## src/rtl/chess_move_select_ctrl.sv

```systemverilog
// Two-click move-selection controller: click -> tile conversion, occupancy query, move handshake.
// Optional auto-deselect of a held source tile is enabled by defining CHESS_SEL_TIMEOUT_EN.
module chess_move_select_ctrl #(
  parameter int BOARD_X0 = 140,
  parameter int BOARD_Y0 = 60,
  parameter int TILE     = 45
`ifdef CHESS_SEL_TIMEOUT_EN
  , parameter int SEL_TIMEOUT = 600
`endif
) (
  input  logic       Clk,
  input  logic       Reset,
  input  logic       click,
  input  logic [9:0] click_x,
  input  logic [9:0] click_y,
  output logic       occ_req,
  output logic [2:0] occ_row,
  output logic [2:0] occ_col,
  input  logic       occ_rsp_valid,
  input  logic       occ_rsp_empty,
  input  logic       occ_rsp_color,
  output logic       move_valid,
  input  logic       move_ready,
  output logic [2:0] src_row,
  output logic [2:0] src_col,
  output logic [2:0] dst_row,
  output logic [2:0] dst_col,
  output logic       turn,
  output logic       sel_active,
  output logic       busy
);

  typedef enum logic [3:0] {
    IDLE, CONV_SRC, QRY_SRC, WAIT_SRC, SRC_SEL,
    CONV_DST, QRY_DST, WAIT_DST, ISSUE
  } state_t;

  localparam logic [9:0] X_MIN  = 10'(BOARD_X0);
  localparam logic [9:0] X_MAX  = 10'(BOARD_X0 + 8 * TILE - 1);
  localparam logic [9:0] Y_MIN  = 10'(BOARD_Y0);
  localparam logic [9:0] Y_MAX  = 10'(BOARD_Y0 + 8 * TILE - 1);
  localparam logic [9:0] TILE_W = 10'(TILE);

  state_t     state_reg, state_next;
  logic [9:0] rem_x_reg, rem_y_reg;
  logic [2:0] col_reg, row_reg;
  logic [2:0] src_row_reg, src_col_reg, dst_row_reg, dst_col_reg;
  logic       turn_reg;
  logic       on_board, conv_done, conv_load, src_load, dst_load, turn_flip;
  logic       sel_timeout;

  assign on_board  = (click_x >= X_MIN) && (click_x <= X_MAX) &&
                     (click_y >= Y_MIN) && (click_y <= Y_MAX);
  assign conv_done = (rem_x_reg < TILE_W) && (rem_y_reg < TILE_W);

  // Repeated-subtraction divider; x and y step together, so latency is max(col,row)+1.
  always_ff @(posedge Clk or posedge Reset) begin
    if (Reset) begin
      rem_x_reg <= '0;
      rem_y_reg <= '0;
      col_reg   <= '0;
      row_reg   <= '0;
    end else if (conv_load) begin
      rem_x_reg <= click_x - X_MIN;
      rem_y_reg <= click_y - Y_MIN;
      col_reg   <= '0;
      row_reg   <= '0;
    end else if (state_reg == CONV_SRC || state_reg == CONV_DST) begin
      if (rem_x_reg >= TILE_W) begin
        rem_x_reg <= rem_x_reg - TILE_W;
        col_reg   <= col_reg + 3'd1;
      end
      if (rem_y_reg >= TILE_W) begin
        rem_y_reg <= rem_y_reg - TILE_W;
        row_reg   <= row_reg + 3'd1;
      end
    end
  end

`ifdef CHESS_SEL_TIMEOUT_EN
  logic [15:0] tmo_cnt_reg;

  // Cleared on every entry into SRC_SEL, including a reselect from WAIT_DST.
  always_ff @(posedge Clk or posedge Reset) begin
    if (Reset)
      tmo_cnt_reg <= '0;
    else if (state_next == SRC_SEL && state_reg != SRC_SEL)
      tmo_cnt_reg <= '0;
    else if (state_reg == SRC_SEL)
      tmo_cnt_reg <= tmo_cnt_reg + 16'd1;
  end

  assign sel_timeout = (state_reg == SRC_SEL) && (tmo_cnt_reg == 16'(SEL_TIMEOUT - 1));
`else
  assign sel_timeout = 1'b0;
`endif

  always_ff @(posedge Clk or posedge Reset) begin
    if (Reset) begin
      state_reg   <= IDLE;
      src_row_reg <= '0;
      src_col_reg <= '0;
      dst_row_reg <= '0;
      dst_col_reg <= '0;
      turn_reg    <= 1'b0;
    end else begin
      state_reg <= state_next;
      if (src_load) begin
        src_row_reg <= row_reg;
        src_col_reg <= col_reg;
      end
      if (dst_load) begin
        dst_row_reg <= row_reg;
        dst_col_reg <= col_reg;
      end
      if (turn_flip)
        turn_reg <= ~turn_reg;
    end
  end

  always_comb begin
    state_next = state_reg;
    conv_load  = 1'b0;
    src_load   = 1'b0;
    dst_load   = 1'b0;
    turn_flip  = 1'b0;
    case (state_reg)
      IDLE: if (click && on_board) begin
        conv_load  = 1'b1;
        state_next = CONV_SRC;
      end
      CONV_SRC: if (conv_done) state_next = QRY_SRC;
      QRY_SRC:  state_next = WAIT_SRC;
      WAIT_SRC: if (occ_rsp_valid) begin
        if (!occ_rsp_empty && occ_rsp_color == turn_reg) begin
          src_load   = 1'b1;
          state_next = SRC_SEL;
        end else begin
          state_next = IDLE;
        end
      end
      SRC_SEL: begin
        if (sel_timeout) begin
          state_next = IDLE;
        end else if (click) begin
          if (on_board) begin
            conv_load  = 1'b1;
            state_next = CONV_DST;
          end else begin
            state_next = IDLE;
          end
        end
      end
      CONV_DST: if (conv_done) begin
        if (row_reg == src_row_reg && col_reg == src_col_reg) state_next = IDLE;
        else state_next = QRY_DST;
      end
      QRY_DST:  state_next = WAIT_DST;
      WAIT_DST: if (occ_rsp_valid) begin
        if (occ_rsp_empty || occ_rsp_color != turn_reg) begin
          dst_load   = 1'b1;
          state_next = ISSUE;
        end else begin
          src_load   = 1'b1;
          state_next = SRC_SEL;
        end
      end
      ISSUE: if (move_ready) begin
        turn_flip  = 1'b1;
        state_next = IDLE;
      end
      default: state_next = IDLE;
    endcase
  end

  assign occ_req    = (state_reg == QRY_SRC) || (state_reg == QRY_DST);
  assign occ_row    = row_reg;
  assign occ_col    = col_reg;
  assign move_valid = (state_reg == ISSUE);
  assign src_row    = src_row_reg;
  assign src_col    = src_col_reg;
  assign dst_row    = dst_row_reg;
  assign dst_col    = dst_col_reg;
  assign turn       = turn_reg;
  assign sel_active = (state_reg == SRC_SEL) || (state_reg == CONV_DST) ||
                      (state_reg == QRY_DST) || (state_reg == WAIT_DST) ||
                      (state_reg == ISSUE);
  assign busy       = (state_reg != IDLE) && (state_reg != SRC_SEL);

endmodule
```

## config.mk

```make
export PLATFORM = sky130hd
export DESIGN_NAME = chess_move_select_ctrl
export DESIGN_NICKNAME = d
export VERILOG_FILES = /design/src/rtl/chess_move_select_ctrl.sv
export SDC_FILE = /design/constraint.sdc
export NUM_CORES = 1
export LEC_CHECK = 0
export ABC_AREA = 1
export CAP_MARGIN = 20
export CORE_ASPECT_RATIO = 1.4
export CORE_MARGIN = 2
export CORE_UTILIZATION = 45
export DETAILED_ROUTE_END_ITERATION = 16
export GPL_TIMING_DRIVEN = 1
export PLACE_DENSITY = 0.69
export SYNTH_ARGS = -nofsm -noshare
export SYNTH_HDL_FRONTEND = slang
export SYNTH_SLANG_ARGS = --single-unit
export TNS_END_PERCENT = 5
```

## constraint.sdc

```tcl
create_clock -name Clk -period 3.2 [get_ports Clk]
set_input_delay 0.48 -clock Clk [delete_from_list [all_inputs] [get_ports Clk]]
set_output_delay 0.48 -clock Clk [all_outputs]
set_load 0.05 [all_outputs]
```

# Word level (Yosys, flattened, before mapping)
# Cells that the tools add are included.
# word_totals
register_bits	43
inputBits	27
output_inout_bits	23
word_cells	107
# op_classes
addsub	6
magnitude_cmp	8
eq_ne	20
n_mux	38
bitwise	1
n_reduce_logical	24
# op_table
op	n
$mux W10	6
$pmux W4 S9	1
$mux W4	8
$ge A10 B6 Y1 const B	3
$sub A10 B6 Y10 const B	3
$mux W3	9
$le A10 B9 Y1 const B	2
$lt A10 B6 Y1 const B	2
$eq A4 B3 Y1 const B	4
$mux W1	12
$ne A2 B2 Y1 const B	6
$ge A10 B8 Y1 const B	1
$sub A10 B8 Y10 const B	1
$eq A4 B2 Y1 const B	2
$logic_and A1 B1 Y1	8
$logic_or A1 B1 Y1	7
$reduce_and A7 Y1	1
$add A3 B1 Y3 const B	2
$eq A3 B3 Y1	2
$reduce_bool A2 Y1	3
$eq A4 B1 Y1 const B	1
$eq A4 B4 Y1 const B	1
$logic_not A4 Y1	1
$ne A4 B3 Y1 const B	1
other kinds (8)	10

# Logic depth before layout (Yosys ltp)
# Gate-level depths: netlist of the first run.
# logic_depth
ltp_word	9
mapped_depth	13
mapped_depth_nobuf	13

# Worst setup path before layout of the first run
# Ideal clock, no wire load.
# synth_path
kind	reg-to-output
start	reg state_reg[3]
end	out sel_active
t_arrival_ps	1687
t_required_ps	2720
slack_ps	1033
stages_incl_launch_ff	4
path_buffers	0
path_cell_list	dfrtp_1 -> inv_1 -> nor3_2 -> or2_2
# synth_via
word_cells_on_any_way	9
classes_between	eq/ne (5); reduce/logical (4)
# synth_lines
element	line	text
from (decl)	44	state_t state_reg, state_next;
from (signal assigned)	107	state_reg <= state_next;
$eq A4 B4 Y1	-	
named net move_valid	22	output logic move_valid,
$logic_or A1 B1 Y1	186	(state_reg == QRY_DST) || (state_reg == WAIT_DST) ||
to (decl)	29	output logic sel_active,
# The timed path passes the listed nets, and every way through them passes these cells.

# Worst setup path after layout of the first run
# layout_path
start	reg state_reg[3]
end	out sel_active
# layout_via
elab_chain_cells	5
word_cells_on_any_way	9
classes_between	eq/ne (5); reduce/logical (4)
# layout_rtl
element	line	text
$eq A4 B3 Y1	185	assign sel_active = (state_reg == SRC_SEL) || (state_reg == CONV_DST) ||
$logic_or A1 B1 Y1 (2 in a row)	185	
$logic_or A1 B1 Y1	186	
$logic_or A1 B1 Y1 (*)	186	
# Every way passes the cells marked *; elsewhere a longest branch is shown, timed or not.

==> results of run 1 <==
## worst reg2reg max path, delay by kind of cell (launching register included)
kind            cells  cell delay, ns
simple gates        6            0.89
buf+inv             2            0.30
compound gates      2            0.27
flops               1            0.45
## cells by family after synthesis
logic type,Yosys count
AOI/OAI and AO/OA,51
xor gates and xnor gates,25
adders and majority gates,11
buffers and inverters,80
DFF,43
and+or+nand+nor,235
## worst max path at each step
stage | startpoint | endpoint | cells after the start
2_1_floorplan | state_reg[3] | sel_active | 3
3_3_place_gp | click_x[2] | rem_y_reg[8] | 12
3_5_place_dp | click_y[2] | rem_y_reg[4] | 10
4_1_cts | state_reg[3] | sel_active | 4
5_1_grt | state_reg[3] | sel_active | 4
6_report | state_reg[3] | sel_active | 4
## area by class of cell
type / instances / area share, %
well taps: 95 / 3.10
repair buffers: 52 / 13.4
flip-flops and latches: 43 / 28.1
inverters: 72 / 7.05
multi-input cells: 322 / 45.7
clock buffers: 7 / 2.51
clock inverters: 1 / 0.196
## layout by cell type, fill, tap and decap left out, types with 2 or more instances in the layout
cell type / count
a21oi_1: 8
inv_2: 4
nand3_1: 35
nand4_1: 8
xor2_1: 21
buf_4: 3
inv_1: 68
nand3b_1: 2
nor2_1: 34
xnor2_1: 4
clkbuf_8: 7
o211ai_1: 2
nor2_2: 2
dfrtp_1: 43
nand2_1: 131
nand3_2: 4
o21ai_1: 9
nor2_4: 3
ha_1: 11
o21ai_2: 13
o21ai_0: 16
clkdlybuf4s50_1: 49
nand2_2: 6
## power groups by stage
stage / registers [uW] / logic [uW] / clock network, uW
after floorplan: 1430 / 1430 / 0
after global placement: 1080 / 2340 / 0
after detailed placement: 1100 / 2380 / 0
after CTS: 1090 / 2400 / 398
after global routing: 1130 / 2680 / 418
final: 1090 / 2370 / 388
## through the flow
step	area [um^2]	power, uW	util [%]
after detailed placement	3730	3480	54.1
after CTS	3830	3880	55.6
after global routing	3830	4230	55.6
final	3830	3850	55.6
after global placement	3730	3420	54.1
after floorplan	3160	2870	-
## routing by layer
metal,track usage (%),up-vias,part of all wire [%],routed length [um]
li1,-,1501,-,-
met1,23.5,1351,43,2930
met2,33.9,75,51,3450
met3,2.81,11,3.9,265
met4,7.28,0,2.1,142
met5,0,-,0,0
==> summary.md, run 1 <==
| Metric | Value |
|---|---|
| Area taken by multi-input logic gates | between 1500 and 2000 um^2 |
| Share of synthesized flip-flops with an asynchronous set or reset | 100% |
| Largest fanout on the critical path | 6 |
| Final cell count without fillers | 592 |
| Die Ht | 103 um |
| Total CTS buffers | 5 |
| Synthesized-area fraction occupied by xor and xnor cells | 6.93% |
| 1st-pass router iterations | 4 |
| HP Class | flop to flop |
| Max-Cap Viols | 0 |
| Final Max Slew Viols | 0 |
| Setup ws final | between 0.5 and 0.6 ns |
| Buf+Inv Stages, Crit Path | 2 |
| Crit path required time | 2.72 ns |
| Area of the core | 6890 um^2 |
| Share of the synthesized area in the top cell type | 34.0% |
| Max H-tree Level | 2 |
| Placement Setup Slack | 0.595 ns |
| Clk network pwr share | 10.1% |
| Number of global-route vias before repair | between 2,000 and 3,000 |
| Clk slew on worst S/H paths | ~0.080 ns |
| Count leader, synth | nand2_1 |
| # port buffers | 49 |
| Mapped Avg Cell Area | ~7 um^2 |
| Hold path endpoint | dst_col[2] |
| Clock skew | between 0.004 and 0.005 ns |
| Initial antenna violation count | 0 |
| Final hold vios | 0 |
| Int Pwr | 1860 uW |
| Final Wtd Congestion | 0.849 |
| Total wire length | 6800 um |
| Sw Share | 51.6% |
| Post-synth top area cell | dfrtp_1 |
| Total track usage | 19.3% |
| EDFF count, synth | 0 |
| Gr ovfl total | 0 |
| Die area | 7720 um^2 |
| Syn Nets | around 480 |
| Final min period | 2.63 ns |
| Worst path top cell family by delay | buffers and inverters |
| Seq/Total Area, Yosys | 34.0% |
| Max VDD drop | 0.380 mV |
| Worst setup EP type | output port |
| Clock Sink Count | 43 |
| Post-DP HPWL | 5390 um |
| Worst Tran Pin Value | 0.556 ns |
| Warnings, synthesis | 0 |
| Remaining antenna violation count after routing | 0 |
| Worst-case clock buffer depth | 2 |
| Hold path cells | 2 |
| Clk Latency, worst-skew pair | 0.30 ns |
| IO Count | 50 |
| Leakage | 0.00198 uW |
| R2R Setup Slk | 1.20 ns |
| Synth cell types | 38 |
| Via count | 2,938 |
| First-pass GRT wire length | 11,800 um |
| Status | finished, final reports clean |
| Critical R2R Launch | rem_x_reg[6] |
| NumNets Final | 534 |
| Pin count of the biggest net entering global routing | 44 |
| FF-to-FF End | rem_x_reg[0] |
| Share of layout cells above drive strength 1 | 9.86% |
| Drt drc | 0 |
| Cell count after synthesis | 445 |
| 1st-iter DRT viols | 119 |
| Synth Area in Compound Gates | about a tenth |
| Worst path slowest cell | clkdlybuf4s50_1 |
| Setup tns final | 0 ns |
| Synth top area cells | dfrtp_1 (34%), nand2_1 (16%), inv_1 (8.1%) |
| PwrDens | 1000 nW/um^2 |
| WL/cell | roughly 11 um |
| Postcts setup bufs | 0 |
| Via-per-instance ratio | 4.96 |
| Main combinational cell family by area after synthesis | simple AND/OR/NAND/NOR gates |
| Synth Area in Simple Gates | 34.0% |
| RSZ-0062 raised after global routing | false |
| Highest cell delay on the worst timing path | a little under 0.8 ns |
| Area growth, synth to finish | 21.3% |
| Post-synth top cells | nand2_1 (131), inv_1 (68), dfrtp_1 (43) |
| Fin crit share | just over 80% |
| Hold path startpoint | dst_col[2] |
| Fmax | 0.380 GHz |
| Post-cts gate resize count | 0 |
| Critical path arrival | 2.15 ns |
| Fillers | 681 |
| DP Cell Count | 584 |
| Mapped cell area | 3160 um^2 |
| Post-synth top flop | dfrtp_1 |
| CTS tree | yes |
| Starting density of the core | 45.9% |
| Number of synthesized register bits | between 40 and 50 |
| CP Launch Type | flop |
| Adder-Cell Fraction of Synth Area | 4.35% |
| Worst-path cell chain | inv_1 -> nor3_2 -> or2_2 -> clkdlybuf4s50_1 |
| Antenna diodes | 0 |
| CTS Hold Bufs | 0 |
| Seq. cell area | between 1000 and 1500 um^2 |
| Part of the power in registers | 28.2% |
| Hold_ws | 0.487 ns |
| Final setup violation count | 0 |
| Proportion of synthesized area in mux cells | 0% |
| Die W | between 70 and 80 um |
| Site row count | 36 |
| Logic pwr share | around 62% |
| Clk root buf | clkbuf_8 |
| Reg2reg path depth | 10 |
| Slew headroom | 62.9% |
| P_sw | 1990 uW |
| WS Path Type | flop to output port |
(Power assumes the default switching activity.)
==> run 2, diff against run 1 <==
--- a/config.mk
+++ b/config.mk
@@ -12,7 +12,7 @@
 export CORE_UTILIZATION = 45
 export DETAILED_ROUTE_END_ITERATION = 16
 export GPL_TIMING_DRIVEN = 1
-export PLACE_DENSITY = 0.69
+export PLACE_DENSITY = 0.71
 export SYNTH_ARGS = -nofsm -noshare
 export SYNTH_HDL_FRONTEND = slang
 export SYNTH_SLANG_ARGS = --single-unit
==> constraint.sdc (replaced) <==
create_clock -name Clk -period 2.3 [get_ports Clk]
set_input_delay 0.345 -clock Clk [delete_from_list [all_inputs] [get_ports Clk]]
set_output_delay 0.345 -clock Clk [all_outputs]
set_load 0.05 [all_outputs]
==> summary.md, run 2 (synthesis gave the netlist of run 1 again) <==
| Metric | Value |
|---|---|
| CTS Hold Bufs | 0 (unchanged) |
| Design area | 3880 um^2 (was 3830 um^2) |
| Worst-case clock buffer depth | 2 (unchanged) |
| Status | finished, final reports clean (unchanged) |
| First-pass GRT wire length | 12,000 um (was 11,800 um) |
| Global route hottest layer | met2 (unchanged) |
| Sw Share | 51.0% (was 51.6%) |
| Worst setup EP type | output port (unchanged) |
| Int Pwr | 2680 uW (was 1860 uW) |
| Gr ovfl total | 0 (unchanged) |
| Share of layout cells above drive strength 1 | 11.2% (was 9.86%) |
| GRT met1 Usage | 22.9% (was 23.5%) |
| Max VDD drop | 0.558 mV (was 0.380 mV) |
| Post-cts gate resize count | 0 (unchanged) |
| Initial antenna violation count | 0 (unchanged) |
| Part of the power in registers | 27.7% (was 28.2%) |
| Slew headroom | 63.3% (was 62.9%) |
| Area growth, synth to finish | 22.7% (was 21.3%) |
| 1st-pass router iterations | 6 (was 4) |
| Pin count of the biggest net entering global routing | 44 (unchanged) |
| Remaining antenna violation count after routing | 0 (unchanged) |
| CTS tree | yes (unchanged) |
| WL/cell | 11.4 um (was 11.5 um) |
| Total CTS buffers | 5 (unchanged) |
| Final Max Slew Viols | 0 (unchanged) |
| Critical path arrival | 1.87 ns (was 2.15 ns) |
| NumNets Final | 539 (was 534) |
| Met2 GRT Util | 36.1% (was 33.9%) |
| Clock Sink Count | 43 (unchanged) |
| Fmax | 0.452 GHz |
| Placed Area | 3760 um^2 (was 3730 um^2) |
| WS Path Type | flop to output port (unchanged) |
| Antenna diodes | 0 (unchanged) |
| Final hold vios | 0 (unchanged) |
| PwrDens | 1410 nW/um^2 (was 1000 nW/um^2) |
| Total wire length | 6840 um (was 6800 um) |
| Most frequent cells in the layout | nand2_1 (131), inv_1 (68), clkdlybuf4s50_1 (47) (was nand2_1 (131), inv_1 (68), clkdlybuf4s50_1 (49)) |
| Crit path required time | 1.96 ns (was 2.72 ns) |
| Max H-tree Level | 2 (unchanged) |
| RSZ-0062 raised after global routing | false (unchanged) |
| Site row count | 36 (unchanged) |
| Final Wtd Congestion | 0.878 (was 0.849) |
| Worst Tran Pin Value | 0.550 ns (was 0.556 ns) |
| Via-per-instance ratio | 4.86 (was 4.96) |
| Met3 GRT Util | 3.49% (was 2.81%) |
| Drt drc | 0 (unchanged) |
| Placement Setup Slack | 0.0732 ns (was 0.595 ns) |
| Post-DP HPWL | 5500 um (was 5390 um) |
| Commonest non-fill, non-tap cell in the layout | nand2_1 (unchanged) |
| Fin crit share | between 90% and 100% |
| Starting density of the core | 45.9% (unchanged) |
| Die W | 74.8 um (unchanged) |
| Clock skew | 0.00605 ns (was 0.00413 ns) |
| Clk network pwr share | 11.3% (was 10.1%) |
| Area of the core | 6890 um^2 (unchanged) |
| Setup ws final | 0.0879 ns (was 0.569 ns) |
| Number of global-route vias before repair | 2,840 (was 2,803) |
| CP Launch Type | flop (unchanged) |
| HP Class | input port to async pin (was flop to flop) |
| Via count | 2,902 (was 2,938) |
| Logic pwr share | 61.0% (was 61.7%) |
| Clk Latency, worst-skew pair | 0.31 ns (was 0.30 ns) |
| Clk root buf | clkbuf_8 (unchanged) |
| Final setup violation count | 0 (unchanged) |
| Die area | 7720 um^2 (unchanged) |
| IO Count | 50 (unchanged) |
| Max-Cap Viols | 0 (unchanged) |
| Final min period | 2.21 ns |
| Die Ht | 103 um (unchanged) |
| Postcts setup bufs | 0 (unchanged) |
| Design Power | 5460 uW (was 3850 uW) |
| 1st-iter DRT viols | 82 (was 119) |
| Setup tns final | 0 ns (unchanged) |
| P_sw | 2780 uW (was 1990 uW) |
| Largest fanout on the critical path | 4 (was 6) |
| # port buffers | 49 (unchanged) |
| Total track usage | 19.9% (was 19.3%) |
| Leakage | 0.00201 uW (was 0.00198 uW) |
| Clk slew on worst S/H paths | 0.09 ns (was 0.08 ns) |
==> run 2: cell count changes in the layout (fill, tap and decap cells not counted) <==
cell / before / now
bufinv_16: 0 / 1
clkbuf_8: 7 / 5
clkdlybuf4s50_1: 49 / 47
buf_4: 3 / 10
clkinvlp_4: 1 / 0
clkinv_4: 0 / 1
inv_6: 0 / 1
==> run 2: per-stage QoR <==
step                std cells  utilization, %  hold slack, ns
finish                    597            56.3           0.463
global route              597            56.3           0.515
CTS                       597            56.3           0.490
detailed placement        589            54.6           0.469
global placement          589            54.6           0.466
floorplan                 445               -           0.465
==> run 2: layout make-up <==
cell class                      count  area, um^2
Fill cell                         686        3010
Sequential cell                    43        1080
Tap cell                           95         119
Clock inverter                      3        47.5
Timing Repair Buffer               57         546
Clock buffer                        5        68.8
Multi-Input combinational cell    322        1750
Inverter                           72         270
==> run 2: worst max-delay path: stages, from the launching register on <==
cell and delay, ns:
dfrtp_1 0.39, inv_1 0.06, nand2_1 0.13, nor2_1 0.08, inv_1 0.09, clkdlybuf4s50_1 0.80
==> run 2: path summary, 6_finish.rpt <==
kind	startpoint	to	slack, ns	cells past startpoint
max	state_reg[0]	busy	0.09	5
min	Reset	src_col[1]	0.46	3
max reg2reg	rem_y_reg[0]	occ_row[2]	0.47	10
min reg2reg	dst_row[2]	dst_row[2]	0.49	2
max in group asynchronous	Reset	rem_y_reg[1]	1.45	3
min in group Clk	dst_row[2]	dst_row[2]	0.49	2
==> run 2: power by group through the flow <==
stage / clock network, uW / logic (uW) / registers, uW
4_1_cts: 628 / 3360 / 1510
6_report: 619 / 3330 / 1510
5_1_grt: 664 / 3730 / 1570
3_5_place_dp: 0 / 3330 / 1530
2_1_floorplan: 0 / 1990 / 2000
3_3_place_gp: 0 / 3290 / 1510
==> run 2: routing by layer <==
metal	wire, um	vias to the layer above
met3	243	7
li1	-	1519
met4	121	0
met2	3540	64
met5	0	-
met1	2930	1312
